`config.mk`:
```
export PLATFORM = sky130hd
export DESIGN_NAME = block_splitter_flat
export DESIGN_NICKNAME = d
export VERILOG_FILES = /design/src/rtl/block_stream_pkg.sv /design/src/rtl/block_splitter_if.sv /design/src/rtl/block_window_mux.sv /design/src/rtl/block_splitter.sv /design/src/flat_wrapper.sv
export SDC_FILE = /design/constraint.sdc
export NUM_CORES = 1
export LEC_CHECK = 0
export CAP_MARGIN = 5
export CORE_MARGIN = 8
export CORE_UTILIZATION = 30
export CTS_BUF_LIST = sky130_fd_sc_hd__clkbuf_2 sky130_fd_sc_hd__clkbuf_4 sky130_fd_sc_hd__clkbuf_8
export CTS_CLUSTER_SIZE = 25
export DETAILED_ROUTE_END_ITERATION = 10
export HOLD_SLACK_MARGIN = 0.02
export PLACE_DENSITY = 0.51
export SLEW_MARGIN = 20
export SYNTH_ARGS = -nofsm -noshare
export SYNTH_HDL_FRONTEND = slang
export SYNTH_SLANG_ARGS = --single-unit
```
`constraint.sdc`:
```
create_clock -name clk -period 2.6 [get_ports clk]
set_input_delay 0.26 -clock clk [delete_from_list [all_inputs] [get_ports clk]]
set_output_delay 0.26 -clock clk [all_outputs]
set_load 0.02 [all_outputs]
```
`src/rtl/block_stream_pkg.sv`:
```
// Shared definitions for the packed block stream blocks: count width, block
// type and the count clamp used when a beat claims more blocks than it carries.
package block_stream_pkg;

  localparam int NUM_W          = 32;
  localparam int DEF_BLOCK_SIZE = 64;

  typedef logic [DEF_BLOCK_SIZE-1:0] block_t;

  function automatic logic [NUM_W-1:0] clamp_num(input logic [NUM_W-1:0] num,
                                                 input logic [NUM_W-1:0] cap);
    return (num > cap) ? cap : num;
  endfunction

endpackage

```
`src/rtl/block_splitter_if.sv`:
```
// Wide-in / narrow-out block stream bundle; slave is the splitter, master is
// the side that feeds input beats and accepts output beats.
interface block_splitter_if
  import block_stream_pkg::*;
#(
  parameter int BLOCK_SIZE     = 64,
  parameter int MAX_NUM_BLOCKS = 1,
  parameter int RATIO          = 2
);

  logic                                       in_valid;
  logic                                       in_ready;
  logic [RATIO*MAX_NUM_BLOCKS*BLOCK_SIZE-1:0] in_data;
  logic [NUM_W-1:0]                           in_num;
  logic                                       in_last;
  logic                                       ready_4_output;
  logic                                       out_valid;
  logic [MAX_NUM_BLOCKS*BLOCK_SIZE-1:0]       out_data;
  logic [NUM_W-1:0]                           out_num;
  logic                                       out_last;

  modport slave (
    input  in_valid, in_data, in_num, in_last, ready_4_output,
    output in_ready, out_valid, out_data, out_num, out_last
  );

  modport master (
    output in_valid, in_data, in_num, in_last, ready_4_output,
    input  in_ready, out_valid, out_data, out_num, out_last
  );

endinterface

```
`src/rtl/block_window_mux.sv`:
```
// Picks MAX_NUM_BLOCKS consecutive lanes starting at a run-time offset; lanes
// at or beyond the count come out as zero.
module block_window_mux #(
  parameter int BLOCK_SIZE     = 64,
  parameter int MAX_NUM_BLOCKS = 1,
  parameter int SRC_LANES      = 2,
  parameter int CW             = 2
) (
  input  logic [SRC_LANES*BLOCK_SIZE-1:0]      src,
  input  logic [CW-1:0]                        off,
  input  logic [CW-1:0]                        cnt,
  output logic [MAX_NUM_BLOCKS*BLOCK_SIZE-1:0] win
);

  always_comb begin
    win = '0;
    for (int i = 0; i < MAX_NUM_BLOCKS; i++) begin
      for (int j = 0; j < SRC_LANES; j++) begin
        if ((i < int'(cnt)) && (int'(off) + i == j)) begin
          win[i*BLOCK_SIZE +: BLOCK_SIZE] = src[j*BLOCK_SIZE +: BLOCK_SIZE];
        end
      end
    end
  end

endmodule

```
`src/rtl/block_splitter.sv`:
```
// Splits one wide packed beat into narrow beats of at most MAX_NUM_BLOCKS
// blocks. Output registers always hold the beat currently being offered.
//   state | meaning
//   EMPTY | no buffered beat, ready for input
//   EMIT  | out_* hold a beat; rem_q/off_q describe it and what follows
module block_splitter
  import block_stream_pkg::*;
#(
  parameter int BLOCK_SIZE     = 64,
  parameter int MAX_NUM_BLOCKS = 1,
  parameter int RATIO          = 2
) (
  input logic             clk,
  input logic             rst_n,
  block_splitter_if.slave bus
);

  localparam int TOT = RATIO * MAX_NUM_BLOCKS;
  localparam int CW  = $clog2(TOT + 1);
  localparam logic [CW-1:0] MAX_C = CW'(MAX_NUM_BLOCKS);

  localparam logic [0:0] EMPTY = 1'b0;
  localparam logic [0:0] EMIT  = 1'b1;

  logic [0:0]                           state_q, state_d;
  logic [TOT*BLOCK_SIZE-1:0]            buf_q, buf_d;
  logic [CW-1:0]                        rem_q, rem_d;
  logic [CW-1:0]                        off_q, off_d;
  logic                                 last_q, last_d;
  logic                                 out_valid_q, out_valid_d;
  logic [MAX_NUM_BLOCKS*BLOCK_SIZE-1:0] out_data_q, out_data_d;
  logic [NUM_W-1:0]                     out_num_q, out_num_d;
  logic                                 out_last_q, out_last_d;

  logic                      hs, is_final, in_ready, accept;
  logic [CW-1:0]             n_cur, in_cnt, rem_step, off_step;
  logic [CW-1:0]             nxt_cnt, nxt_off, nxt_n;
  logic                      nxt_last;
  logic [TOT*BLOCK_SIZE-1:0] src_data;
  logic [MAX_NUM_BLOCKS*BLOCK_SIZE-1:0] win;

  block_window_mux #(
    .BLOCK_SIZE    (BLOCK_SIZE),
    .MAX_NUM_BLOCKS(MAX_NUM_BLOCKS),
    .SRC_LANES     (TOT),
    .CW            (CW)
  ) u_win (
    .src(src_data),
    .off(nxt_off),
    .cnt(nxt_cnt),
    .win(win)
  );

  always_comb begin
    n_cur    = (rem_q > MAX_C) ? MAX_C : rem_q;
    is_final = (rem_q <= MAX_C);
    hs       = out_valid_q & bus.ready_4_output;
    in_ready = rst_n & ((state_q == EMPTY) | (hs & is_final));
    accept   = bus.in_valid & in_ready;
    in_cnt   = CW'(clamp_num(bus.in_num, NUM_W'(TOT)));
    rem_step = rem_q - n_cur;
    off_step = off_q + n_cur;

    // A reload only happens when the buffer is spent, so one window mux
    // serves both the fresh input and the next slice of the buffer.
    src_data = accept ? bus.in_data : buf_q;
    nxt_off  = accept ? '0 : off_step;
    nxt_cnt  = accept ? in_cnt : rem_step;
    nxt_last = accept ? bus.in_last : last_q;
    nxt_n    = (nxt_cnt > MAX_C) ? MAX_C : nxt_cnt;

    state_d     = state_q;
    buf_d       = buf_q;
    rem_d       = rem_q;
    off_d       = off_q;
    last_d      = last_q;
    out_valid_d = out_valid_q;
    out_data_d  = out_data_q;
    out_num_d   = out_num_q;
    out_last_d  = out_last_q;

    if (accept) begin
      // Zero-count beats without last are swallowed without an output beat.
      state_d     = ((in_cnt != '0) || bus.in_last) ? EMIT : EMPTY;
      out_valid_d = (in_cnt != '0) || bus.in_last;
      buf_d       = bus.in_data;
      rem_d       = in_cnt;
      off_d       = '0;
      last_d      = bus.in_last;
      out_data_d  = win;
      out_num_d   = NUM_W'(nxt_n);
      out_last_d  = nxt_last & (nxt_cnt <= MAX_C);
    end else if (hs) begin
      if (rem_step != '0) begin
        rem_d      = rem_step;
        off_d      = off_step;
        out_data_d = win;
        out_num_d  = NUM_W'(nxt_n);
        out_last_d = nxt_last & (nxt_cnt <= MAX_C);
      end else begin
        state_d     = EMPTY;
        rem_d       = '0;
        off_d       = '0;
        out_valid_d = 1'b0;
        out_data_d  = '0;
        out_num_d   = '0;
        out_last_d  = 1'b0;
      end
    end
  end

  always_ff @(posedge clk) begin
    if (!rst_n) begin
      state_q     <= EMPTY;
      buf_q       <= '0;
      rem_q       <= '0;
      off_q       <= '0;
      last_q      <= 1'b0;
      out_valid_q <= 1'b0;
      out_data_q  <= '0;
      out_num_q   <= '0;
      out_last_q  <= 1'b0;
    end else begin
      state_q     <= state_d;
      buf_q       <= buf_d;
      rem_q       <= rem_d;
      off_q       <= off_d;
      last_q      <= last_d;
      out_valid_q <= out_valid_d;
      out_data_q  <= out_data_d;
      out_num_q   <= out_num_d;
      out_last_q  <= out_last_d;
    end
  end

  assign bus.in_ready  = in_ready;
  assign bus.out_valid = out_valid_q;
  assign bus.out_data  = out_data_q;
  assign bus.out_num   = out_num_q;
  assign bus.out_last  = out_last_q;

endmodule

```
`src/flat_wrapper.sv`:
```
// flat-port wrapper written by rule: the top's interface ports become plain ports
module block_splitter_flat import block_stream_pkg::*;
#(
  parameter int BLOCK_SIZE     = 64,
  parameter int MAX_NUM_BLOCKS = 1,
  parameter int RATIO          = 2
)
  (clk, rst_n, bus_in_valid, bus_in_data, bus_in_num, bus_in_last, bus_ready_4_output, bus_in_ready, bus_out_valid, bus_out_data, bus_out_num, bus_out_last);
  block_splitter_if #(.BLOCK_SIZE(BLOCK_SIZE), .MAX_NUM_BLOCKS(MAX_NUM_BLOCKS), .RATIO(RATIO)) bus_i ();
  input logic clk;
  input logic rst_n;
  input wire logic [$bits(bus_i.in_valid)-1:0] bus_in_valid;
  input wire logic [$bits(bus_i.in_data)-1:0] bus_in_data;
  input wire logic [$bits(bus_i.in_num)-1:0] bus_in_num;
  input wire logic [$bits(bus_i.in_last)-1:0] bus_in_last;
  input wire logic [$bits(bus_i.ready_4_output)-1:0] bus_ready_4_output;
  output wire logic [$bits(bus_i.in_ready)-1:0] bus_in_ready;
  output wire logic [$bits(bus_i.out_valid)-1:0] bus_out_valid;
  output wire logic [$bits(bus_i.out_data)-1:0] bus_out_data;
  output wire logic [$bits(bus_i.out_num)-1:0] bus_out_num;
  output wire logic [$bits(bus_i.out_last)-1:0] bus_out_last;
  assign bus_i.in_valid = bus_in_valid;
  assign bus_i.in_data = bus_in_data;
  assign bus_i.in_num = bus_in_num;
  assign bus_i.in_last = bus_in_last;
  assign bus_i.ready_4_output = bus_ready_4_output;
  assign bus_in_ready = bus_i.in_ready;
  assign bus_out_valid = bus_i.out_valid;
  assign bus_out_data = bus_i.out_data;
  assign bus_out_num = bus_i.out_num;
  assign bus_out_last = bus_i.out_last;
  block_splitter #(.BLOCK_SIZE(BLOCK_SIZE), .MAX_NUM_BLOCKS(MAX_NUM_BLOCKS), .RATIO(RATIO)) u_core (.clk(clk), .rst_n(rst_n), .bus(bus_i));
endmodule
```
==> results_dict.tcl <==
set metrics [dict create \
    status "completed" \
    grt_pass1_vias 7800 \
    pre_cts_slack_ns 0.193 \
    detail_route.iter0.violations 324 \
    dpl_cell_area_um2 11300 \
    postSynthAreaPerCell_um2 9.05 \
    period_share_pct 92.1 \
    fin_worst_skew_ns 0.0136 \
    die_x_um 186 \
    post_drt_wl_per_cell_um 18.2 \
    start_util_pct 30.2 \
    worstPathRequired_ns 3.00 \
    ant_nets 0 \
    netlist_area_um2 8630 \
    die_h_um 186 \
    place_congestion 0.727 \
    peakVddDrop_v 0.000341 \
    yosysSeqAreaShare_pct 46.6 \
    ios 264 \
    cts_sinks 201 \
    htree_num_levels 2 \
    final_hold_viol_count 0 \
    worst_pin_slew_ns 0.893 \
    slew_headroom_pct 40.5 \
    timing.final.ws_setup_ns 0.204 \
    ys_seq_elements 201 \
    synth-async-reset-ratio_pct 0 \
    final_core_util_pct 42.4 \
    root_buffer "clkbuf_8" \
    hold_class "in -> reg" \
    final_area_um2 12100 \
    yosys-top-cells-area "dfxtp_1 (47%), a21oi_1 (7.7%), mux2i_1 (7.4%), nand2_1 (6.0%), a22oi_1 (5.6%)" \
    synth_common_cells "dfxtp_1 (201), nand2_1 (139), a21oi_1 (132)" \
    placedCellCount 1521 \
    max-clock-path-buffers 3 \
    clock_latency_ns 0.52 \
    routed_wirelength_um 28900 \
    track_usage_pct 16.4 \
    drc 0 \
    fin_cells 1590 \
    dp_hpwl_um 19200 \
    power.total_mw 7.49 \
    maxCapViolations 0 \
    clk_pin_slew_ns 0.06 \
    critPathCaptureType "flip-flop" \
    n_fill_cell 2904 \
    diodes 0 \
    grt_setup_unrepaired "false" \
    crit_fanout 38 \
    drive_gt1_share_pct 9.37 \
    synth_top_area_share_pct 46.6 \
    grt_max_degree 91 \
    viasPerCell 4.77 \
    crit_chain "or2_2 > ha_1 > xnor2_1 > a31oi_4 > buf_12 > or3_1 > a21oi_1" \
    rows 62 \
    drv_slew 0 \
    cp.arrival_ns 2.80 \
    postCtsSetupBuffers 0 \
    slowest_delay_ns 0.76 \
    critPathKind "reg -> reg" \
    dr.pass1.iters 4 \
    cts_tree "done" \
    dieArea_um2 34500 \
    clock.fmax_mhz 417 \
    whs_ns 0.282 \
    setup_tns_ns 0 \
    nets 1345 \
    synthToLayoutAreaGrowth_pct 40.1 \
    setup_viol 0 \
    numCtsBuffers 40 \
    core_um2 28500 \
    synth_cells 954 \
    period_needed_ns 2.40 \
    yosysTopAreaCell "dfxtp_1" \
    yosysWarningCount 0 \
    power_leakage_nw 4.13 \
    grt_pass1_wl_um 44800 \
    synth.distinct_cells 43 \
    cp_slowest_cell "a31oi_4" \
    start_kind "flip-flop" \
    antenna_found_initial 1 \
    grt.overflow.total 0 \
    vias 7584 \
    synth_edf_count 0 \
    powerDensity_nw_per_um2 619 \
    ys.flop_type "dfxtp_1" \
    holdBufCountCts 0 \
    cts-resized-gates 0 \
    io_buffers 233 \
    yosysMostFrequentCell "dfxtp_1" \
]
==> state kept, by name, summed over array words and instances (netlist names) <==
name                  cells
u_core.bus.out_num        2
u_core.buf_q            128
u_core.bus.out_data      64
u_core.off_q              2
u_core.bus.out_last       1
u_core.bus.out_valid      1
u_core.last_q             1
u_core.rem_q              2
==> final timing paths <==
path	from	slack, ns	endpoint	cells past startpoint
worst min register to register	u_core.buf_q[68]$_SDFF_PN0_	0.45	u_core.buf_q[68]$_SDFF_PN0_	2
worst max register to register	u_core.rem_q[0]$_SDFFE_PN0P_	0.20	u_core.bus.out_data[48]$_SDFFE_PN0P_	7
worst max-delay path	u_core.rem_q[0]$_SDFFE_PN0P_	0.20	u_core.bus.out_data[48]$_SDFFE_PN0P_	7
worst min-delay path	bus_in_data[119]	0.28	u_core.buf_q[119]$_SDFF_PN0_	3
==> critical path: cells and delay by family (launching register included) <==
kind,cells,cell delay (ns)
buffers and inverters,1,0.29
adder cells (fa/ha/maj),1,0.22
XOR/XNOR,1,0.18
AND/OR/NAND/NOR,2,0.42
flip-flops,1,0.33
AO/OA/AOI/OAI,2,0.82
==> power breakdown <==
part	total, mW	internal (mW)	switching (mW)
sequential	3.25	3.20	0.0507
combinational	0.972	0.477	0.495
clock	3.26	1.93	1.33
==> kinds of logic (layout without fill, tap and decap cells) <==
family / Yosys count / in the layout / share of synthesized area, %
AOI/OAI and AO/OA: 278 / 278 / 20.4
xor gates and xnor gates: 1 / 1 / 0.101
adders and majority gates: 1 / 1 / 0.145
buffers and inverters: 113 / 336 / 7.91
DFF: 201 / 201 / 46.6
muxes: 64 / 64 / 7.42
other: 1 / 30 / 0.0434
and+or+nand+nor: 295 / 295 / 17.4
==> routing by layer <==
layer / vias up / wire length (um) / GRT usage [%]
met2: 234 / 13100 / 26.3
met3: 41 / 2480 / 5.74
met1: 3583 / 12900 / 20.7
li1: 3724 / - / -
met5: - / 13 / 0
met4: 2 / 446 / 4.06
==> final cells by class <==
type	count	area, um2	area share, %
clock inverter	3	17.5	0.145
tap	384	480	3.97
multi-input combinational	669	4070	33.7
inverter	3	11.3	0.0931
timing repair buffer	264	2690	22.2
clock buffer	66	802	6.63
sequential	201	4020	33.3
==> cell usage in the layout, fill, tap and decap left out, types with 2 or more instances in the layout <==
cell	instances
or3_1	64
or2_2	2
mux2i_1	64
dfxtp_1	201
nor2b_1	65
nor4_1	7
conb_1	30
a21boi_1	32
clkbuf_4	17
buf_12	10
a21oi_1	132
and2_1	4
inv_1	2
o22ai_1	2
clkdlybuf4s50_1	232
o21ai_0	4
a21boi_0	35
buf_4	22
nand4_1	2
nor2_1	4
nand2_1	139
clkinv_2	2
a22oi_1	64
clkbuf_8	49
Power figures use the tool's default switching activity.
